[src/rtl/quad_pkg.sv]
// Shared types and constants for the quadrature step generator:
// FSM encoding, datapath widths and the clockwise Gray sequence.
package quad_pkg;

    localparam int COUNT_W  = 8;
    localparam int PERIOD_W = 16;
    localparam int POS_W    = 8;

    typedef enum logic {
        ST_IDLE = 1'b0,
        ST_RUN  = 1'b1
    } state_t;

    // Index into the Gray table; stepping +1 walks CW, -1 walks CCW.
    typedef logic [1:0] phase_t;

    // (a,b) for each phase index, CW order: 00 -> 10 -> 11 -> 01 -> 00.
    localparam logic [1:0] GRAY_CW [4] = '{2'b00, 2'b10, 2'b11, 2'b01};

    // A zero period is treated as one clock between transitions.
    function automatic logic [PERIOD_W-1:0] eff_period(input logic [PERIOD_W-1:0] p);
        return (p == '0) ? PERIOD_W'(1) : p;
    endfunction

    function automatic phase_t phase_step(input phase_t ph, input logic cw);
        return cw ? phase_t'(ph + 2'd1) : phase_t'(ph - 2'd1);
    endfunction

endpackage

[src/rtl/quad_gen_if.sv]
// Command channel of quad_gen: a valid/ready step request plus an abort line.
// The master offers commands, the slave (quad_gen) accepts them.
interface quad_gen_if;
    import quad_pkg::*;

    logic                cmd_valid;
    logic                cmd_dir;
    logic [COUNT_W-1:0]  cmd_count;
    logic [PERIOD_W-1:0] cmd_period;
    logic                cmd_ready;
    logic                cmd_abort;

    modport master (
        output cmd_valid, cmd_dir, cmd_count, cmd_period, cmd_abort,
        input  cmd_ready
    );

    modport slave (
        input  cmd_valid, cmd_dir, cmd_count, cmd_period, cmd_abort,
        output cmd_ready
    );

endinterface

[src/rtl/quad_step_timer.sv]
// Inter-transition timer: loads a period, counts down and raises a
// one-cycle tick on expiry, then reloads the same period until cleared.
module quad_step_timer
    import quad_pkg::*;
(
    input  logic                clk,
    input  logic                reset,
    input  logic                load,
    input  logic                clear,
    input  logic [PERIOD_W-1:0] period,
    output logic                tick
);

    logic [PERIOD_W-1:0] count_q;
    logic [PERIOD_W-1:0] reload_q;

    // A count of zero means idle, so the tick fires only while armed.
    assign tick = (count_q == PERIOD_W'(1));

    // NOTE: state registers use non-blocking assignments so every flop
    // samples pre-edge values regardless of process evaluation order.
    always_ff @(posedge clk or posedge reset) begin
        if (reset) begin
            count_q  <= '0;
            reload_q <= '0;
        end else if (clear) begin
            count_q  <= '0;
        end else if (load) begin
            count_q  <= period;
            reload_q <= period;
        end else if (tick) begin
            count_q  <= reload_q;
        end else if (count_q != '0) begin
            count_q  <= count_q - PERIOD_W'(1);
        end
    end

endmodule

[src/rtl/quad_gen.sv]
// Quadrature step generator: emits count Gray-coded transitions on enc_a/enc_b,
// one every period clocks, tracking net position and pulsing done on completion.
module quad_gen
    import quad_pkg::*;
(
    input  logic             clk,
    input  logic             reset,
    quad_gen_if.slave        cmd,
    output logic             enc_a,
    output logic             enc_b,
    output logic [POS_W-1:0] position,
    output logic             done
);

    state_t state_q, state_d;

    logic ready;
    logic load;
    logic tick;
    logic step;
    logic last_step;
    logic timer_clear;

    logic                dir_q;
    logic [COUNT_W-1:0]  remaining_q;
    phase_t              phase_q;
    phase_t              phase_nxt;
    logic [POS_W-1:0]    pos_q;
    logic                enc_a_q, enc_b_q;
    logic                done_q;

    quad_step_timer u_timer (
        .clk    (clk),
        .reset  (reset),
        .load   (load),
        .clear  (timer_clear),
        .period (eff_period(cmd.cmd_period)),
        .tick   (tick)
    );

    always_ff @(posedge clk or posedge reset) begin
        if (reset) state_q <= ST_IDLE;
        else       state_q <= state_d;
    end

    always_comb begin
        state_d = state_q;
        case (state_q)
            ST_IDLE: if (cmd.cmd_valid && cmd.cmd_count != '0) state_d = ST_RUN;
            ST_RUN:  if (cmd.cmd_abort || last_step)          state_d = ST_IDLE;
            default: state_d = ST_IDLE;
        endcase
    end

    // NOTE: every signal driven here gets a default first, so no path
    // leaves one unassigned and no latch is inferred.
    always_comb begin
        ready       = 1'b0;
        load        = 1'b0;
        step        = 1'b0;
        last_step   = 1'b0;
        timer_clear = 1'b0;
        case (state_q)
            ST_IDLE: begin
                ready = 1'b1;
                load  = cmd.cmd_valid && (cmd.cmd_count != '0);
            end
            ST_RUN: begin
                // Abort beats a coincident tick: that transition never happens.
                step        = tick && !cmd.cmd_abort;
                last_step   = step && (remaining_q == COUNT_W'(1));
                timer_clear = cmd.cmd_abort || last_step;
            end
            default: ;
        endcase
    end

    assign phase_nxt = phase_step(phase_q, dir_q);

    always_ff @(posedge clk or posedge reset) begin
        if (reset) begin
            dir_q       <= 1'b0;
            remaining_q <= '0;
            phase_q     <= '0;
            pos_q       <= '0;
            enc_a_q     <= 1'b0;
            enc_b_q     <= 1'b0;
            done_q      <= 1'b0;
        end else begin
            done_q <= last_step;
            if (load) begin
                dir_q       <= cmd.cmd_dir;
                remaining_q <= cmd.cmd_count;
            end else if (state_q == ST_RUN && cmd.cmd_abort) begin
                remaining_q <= '0;
            end else if (step) begin
                remaining_q        <= remaining_q - COUNT_W'(1);
                phase_q            <= phase_nxt;
                {enc_a_q, enc_b_q} <= GRAY_CW[phase_nxt];
                pos_q              <= dir_q ? pos_q + POS_W'(1) : pos_q - POS_W'(1);
            end
        end
    end

    assign cmd.cmd_ready = ready;
    assign enc_a         = enc_a_q;
    assign enc_b         = enc_b_q;
    assign position      = pos_q;
    assign done          = done_q;

endmodule

[src/flat_wrapper.sv]
// flat-port wrapper written by rule: the top's interface ports become plain ports
module quad_gen_flat import quad_pkg::*;
  (clk, reset, enc_a, enc_b, position, done, cmd_cmd_valid, cmd_cmd_dir, cmd_cmd_count, cmd_cmd_period, cmd_cmd_abort, cmd_cmd_ready);
  quad_gen_if cmd_i ();
  input  logic clk;
  input  logic reset;
  output logic enc_a;
  output logic enc_b;
  output logic [POS_W-1:0] position;
  output logic done;
  input wire logic [$bits(cmd_i.cmd_valid)-1:0] cmd_cmd_valid;
  input wire logic [$bits(cmd_i.cmd_dir)-1:0] cmd_cmd_dir;
  input wire logic [$bits(cmd_i.cmd_count)-1:0] cmd_cmd_count;
  input wire logic [$bits(cmd_i.cmd_period)-1:0] cmd_cmd_period;
  input wire logic [$bits(cmd_i.cmd_abort)-1:0] cmd_cmd_abort;
  output wire logic [$bits(cmd_i.cmd_ready)-1:0] cmd_cmd_ready;
  assign cmd_i.cmd_valid = cmd_cmd_valid;
  assign cmd_i.cmd_dir = cmd_cmd_dir;
  assign cmd_i.cmd_count = cmd_cmd_count;
  assign cmd_i.cmd_period = cmd_cmd_period;
  assign cmd_i.cmd_abort = cmd_cmd_abort;
  assign cmd_cmd_ready = cmd_i.cmd_ready;
  quad_gen u_core (.clk(clk), .reset(reset), .cmd(cmd_i), .enc_a(enc_a), .enc_b(enc_b), .position(position), .done(done));
endmodule
[config.mk]
export PLATFORM = sky130hd
export DESIGN_NAME = quad_gen_flat
export DESIGN_NICKNAME = d
export VERILOG_FILES = /design/src/rtl/quad_pkg.sv /design/src/rtl/quad_gen_if.sv /design/src/rtl/quad_step_timer.sv /design/src/rtl/quad_gen.sv /design/src/flat_wrapper.sv
export SDC_FILE = /design/constraint.sdc
export NUM_CORES = 1
export LEC_CHECK = 0
export CORE_UTILIZATION = 50
export DETAILED_ROUTE_END_ITERATION = 8
export PLACE_DENSITY = 0.76
export SLEW_MARGIN = 15
export SYNTH_ARGS = -nofsm -noshare
export SYNTH_HDL_FRONTEND = slang
export SYNTH_SLANG_ARGS = --single-unit
[constraint.sdc]
create_clock -name clk -period 2 [get_ports clk]
set_input_delay 0.6 -clock clk [delete_from_list [all_inputs] [get_ports clk]]
set_output_delay 0.6 -clock clk [all_outputs]
set_load 0.03 [all_outputs]
Word-level counts from Yosys, hierarchy flattened:

Cells that the tools add are included.
W data, S select, Z words.

* $add $sub $neg: 6
* magnitude comparators: 1
* equal/unequal tests: 2
* mux-type cells: 21
* bitwise operators: 5
* reductions and logical operators: 14

Operators by type and width (count)
* $mux W16: 5
* $mux W8: 4
* $eq A16 B1 Y1 const B: 1
* $logic_not A16 Y1: 1
* $reduce_bool A16 Y1: 1
* $sub A16 B1 Y16 const B: 1
* $sub A8 B1 Y8 const B: 2
* $add A8 B1 Y8 const B: 1
* $eq A8 B1 Y1 const B: 1
* $reduce_bool A8 Y1: 1
* $mux W1: 7
* $mux W2: 3
* $bmux W2 S2: 1
* $logic_and A1 B1 Y1: 4
* $not A1 Y1: 4
* $reduce_bool A4 Y1: 1
* $ge A3 B3 Y1 const B: 1
* $not A2 Y3: 1
* $reduce_and A3 Y1: 1
* $reduce_bool A3 Y1: 1
* $add A2 B1 Y2 const B: 1
* $logic_or A1 B1 Y1: 2
* $pmux W1 S2: 1
* $reduce_and A2 Y1: 1
* 2 further kinds: 2

* bits in registers: 55
* bits of input ports: 29
* output and inout port bits: 12
* word-level logic and storage cells: 59

Depth between registers and ports, before layout:

* depth after elaboration: 7
* mapped depth: 9
* depth with buffers taken out: 7

Modules after synthesis:

From an unflattened synthesis, not the netlist that was laid out.

* cell total of the unflattened synthesis: 378
* area total of the unflattened synthesis: 3497.1 um^2

Modules (own cells, without submodules)
* quad_step_timer: instances 1, cells each 209, area an instance 1955.6 um^2
* quad_gen: instances 1, cells each 169, area an instance 1541.5 um^2

Worst setup path before layout:

No wires, ideal clock.

* path type: register to register
* start: register u_core.u_timer.count_q[0]
* end: register u_core.u_timer.count_q[10]
* arrival time: 2087 ps
* data required time: 1927 ps
* slack: -160 ps
* stages on the path, launching flop included: 9
* clock period less this slack: 2160 ps
* path through: dfrtp_1 -> inv_1 -> ha_1 -> or4b_1 -> buf_2 -> or4_1 -> xor2_1 -> a21o_1 -> a21oi_2

* word-level cells in the longest chain between the ends: 6
* elaborated cells on any way between the ends: 12
* those cells by class: add/sub (1); eq/ne (1); mux (5); reduce/logical (5)

RTL lines
* from (decl): line quad_step_timer.sv:14 `logic [PERIOD_W-1:0] count_q;`
* from (signal assigned): line quad_step_timer.sv:29 `count_q <= period;`
* from (signal assigned): line quad_step_timer.sv:32 `count_q <= reload_q;`
* from (signal assigned): line quad_step_timer.sv:34 `count_q <= count_q - PERIOD_W'(1);`
* branches (longest 6 deep; another with $sub A16 B1 Y16)

Parallel ways; which one is timed is not known. The select of a mux whose other input is x is not followed.
A chain may end at the register's enable or synchronous reset.

Worst setup path in the final report:

* start: register u_core.u_timer.count_q[1]
* end: register u_core.u_timer.count_q[4]

The elaborated chain is that of the path after synthesis.

==> run metrics <==
initial antenna violation count=0; post-synthesis compound-gate area fraction=19.69%; CTS Sinks=between 50 and 60; post-route ant nets=0; maxcap violations=0; post-synth top area cell=dfrtp_1; setup ws final=-0.1557 ns; multiplexer share of the synthesized area=1.348%; number of buffers and inverters on the critical path=4; DRC errors left=0; DPL Wire Length=5.876 mm; Cells after Synth=349; failing checks=negative setup slack; Clock Tree Buf Depth=2; Design Power=5.540 mW; post-route minimum period=2.156 ns; CP top delay family=buffers and inverters; warnings from Yosys=0; Max Fclk=463.9 MHz; Worst-Margin Slew=0.4185 ns; startpoint types=flip-flop; Worst Hold Class=reg -> reg; slowest CP cell=dfrtp_1; Core ar.=5921 sq um; number of synthesized flops with an enable pin=0; Rows=28; Post-Synth XOR/XNOR Area=5.719%; Netlist Area Pre-Place=3063 sq um; Max H-tree Level=2; insertion delay to the later sink of the worst-skew pair=0.32 ns; CP peak stage delay=0.40 ns; period utilization=107.8%; maximum vdd drop=0.0007827 V; # setup viols final=34; drt pass-1 iters=4; Die ar.=6442 sq um; drt wl/cell=~18 um; largest family of logic cells by synthesized area=simple AND/OR/NAND/NOR gates; total CTS buffers=5; CP arrival=2.37 ns; power density over cell area=1198 nW/um^2; global-route wire length before repair=between 10 and 15 mm; Post-Route Skew=0.004985 ns; Total GRT Usage=slightly below 30%; final WL=9.840 mm; largest net degree at the start of global routing=27; Worst Setup End Kind=flip-flop; Lkg Pwr=2.200 nW; Slew HR=71.89%; clock-pin slew on the worst setup and hold paths=0.10 ns; placed cell area=4084 sq um; pre-CTS setup slack=-0.4765 ns; Final nets=501; CTS tree=built; Layout area overhead=51.02%; Max Transition Viols Final=0; Synth area leaders=dfrtp_1, nand2_1, a21oi_1, ha_1, o21ai_0; IO Pins=41; RSZ-0062 raised after global routing=yes; Avg Vias per Cell=6.067; status=finished with violations; via count=between 3,000 and 4,000; GPL Wtd Cong=slightly below 0.9; Hold WS=roughly 0.47 ns; syn nets=390; CP Class=reg -> reg; Yosys top cell area share=between 40 and 50%; drt initial violations=215; top-count cell post-synth=nand2_1; crit-path most repeated cell=buf_6; Die Wd=80.27 um; crit path cell chain=inv_2 > buf_6 > ha_4 > nor4b_4 > nand4_1 > buf_4 > o21bai_1 > a22o_1 > buf_6 > a21oi_2; GR Overflow Total=0; asr flop ratio synth=100.0%; Post-synth top flop=dfrtp_1; clock root cell=clkbuf_8; sequential area share after synthesis=~44%; flop-to-flop setup slack=-0.16 ns; CTS Hold Buffers Added=0; Die H=80.27 um; post-synthesis adder-cell area fraction=5.147%; number of global-route vias before repair=3,135; diodes inserted=0; mean area per synthesized cell=8.776 sq um; Initial Util=51.73%; Yosys reg bits=54; top cells by count, synth=nand2_1, dfrtp_1, a21oi_1; data required time at the worst endpoint=approximately 2.2 ns; simple-gate share of the synthesized area=between 20% and 30%; design area=approximately 4600 sq um; Hold Fails Final Rpt=0; crit path max fanout=7; Netlist cell types=46; layout cells sized above 1=between 30% and 40%; # port buffers=40
-- flip-flops by register name (all words and copies together) (netlist names), 8 cells and up --
| register | flops |
|---|---|
| u_core.remaining_q | 8 |
| u_core.u_timer.count_q | 16 |
| u_core.position | 8 |
| u_core.u_timer.reload_q | 16 |
-- power by group --
part           leakage (nW)  switching (mW)  internal, mW  total (mW)
registers             0.694           0.395          1.42        1.81
clock network        0.0472           0.383         0.280       0.663
logic                  1.46            1.55          1.52        3.07
total                  2.20            2.32          3.22        5.54
-- placed cells by master, fill, tap and decap left out, types with 10 or more instances in the layout --
| cell type | count |
|---|---|
| nand2_1 | 65 |
| o21ai_0 | 14 |
| nor3_1 | 11 |
| dlygate4sd2_1 | 13 |
| buf_4 | 66 |
| a21oi_2 | 20 |
| xnor2_1 | 10 |
| nor2_1 | 10 |
| dfrtp_1 | 54 |
| clkdlybuf4s50_1 | 21 |
| inv_1 | 11 |
-- final cells by class --
cell class | instances | area [sq um]
multi-input cells | 266 | 1941
flip-flops and latches | 54 | 1351
fillers | 379 | 1295
repair buffers | 118 | 1086
well taps | 75 | 93.84
clock buffers | 6 | 82.58
inverters | 15 | 58.81
clock inverters | 2 | 12.51
-- per-layer routing --
layer / up-vias / part of all wire [%] / GRT usage (%)
met1: 1597 / 40 / 36.09
li1: 1452 / - / -
met4: 0 / 3.6 / 16.25
met5: - / 0 / 0
met3: 42 / 5.8 / 5.795
met2: 161 / 51 / 49.66
-- path summary, 6_finish.rpt --
| kind | from | end | cells after the start |
|---|---|---|---|
| min | u_core.position[7]$_DFFE_PP0P_ | u_core.position[7]$_DFFE_PP0P_ | 1 |
| max | u_core.u_timer.count_q[1]$_DFFE_PP0P_ | u_core.u_timer.count_q[4]$_DFFE_PP0P_ | 10 |
| min reg2reg | u_core.position[7]$_DFFE_PP0P_ | u_core.position[7]$_DFFE_PP0P_ | 1 |
| min in group asynchronous | reset | u_core.enc_b$_DFFE_PP0P_ | 2 |
| max reg2reg | u_core.u_timer.count_q[1]$_DFFE_PP0P_ | u_core.u_timer.count_q[4]$_DFFE_PP0P_ | 10 |
| max in group asynchronous | reset | u_core.remaining_q[5]$_DFFE_PP0P_ | 3 |
-- stage by stage --
stage               util (%)  instances  TNS (ns)
CTS                    73.96        533   -0.7231
global placement       68.98        515    -12.84
global route           78.13        536    -6.828
floorplan                  -        349   -0.1565
detailed placement     68.98        515    -14.19
finish                 78.13        536    -4.338
-- kinds of logic after synthesis --
| group | count (synthesis) |
|---|---|
| AOI/OAI and AO/OA | 96 |
| xor gates and xnor gates | 20 |
| adders and majority gates | 12 |
| buffers and inverters | 29 |
| DFF | 54 |
| muxes | 4 |
| and+or+nand+nor | 134 |
-- worst reg2reg max path, cell delays in order, from the launching register on --
cell and delay, ns:
dfrtp_1 0.40, inv_2 0.09, buf_6 0.11, ha_4 0.13, nor4b_4 0.23, nand4_1 0.20
buf_4 0.22, o21bai_1 0.18, a22o_1 0.26, buf_6 0.18, a21oi_2 0.05
-- timing repair --
item,in CTS,in global routing
gates resized for setup,49,58
setup endpoints to repair,41,42
pin swaps,14,16
setup buffers,10,4
No activity file was read; power rests on OpenSTA's default activity.
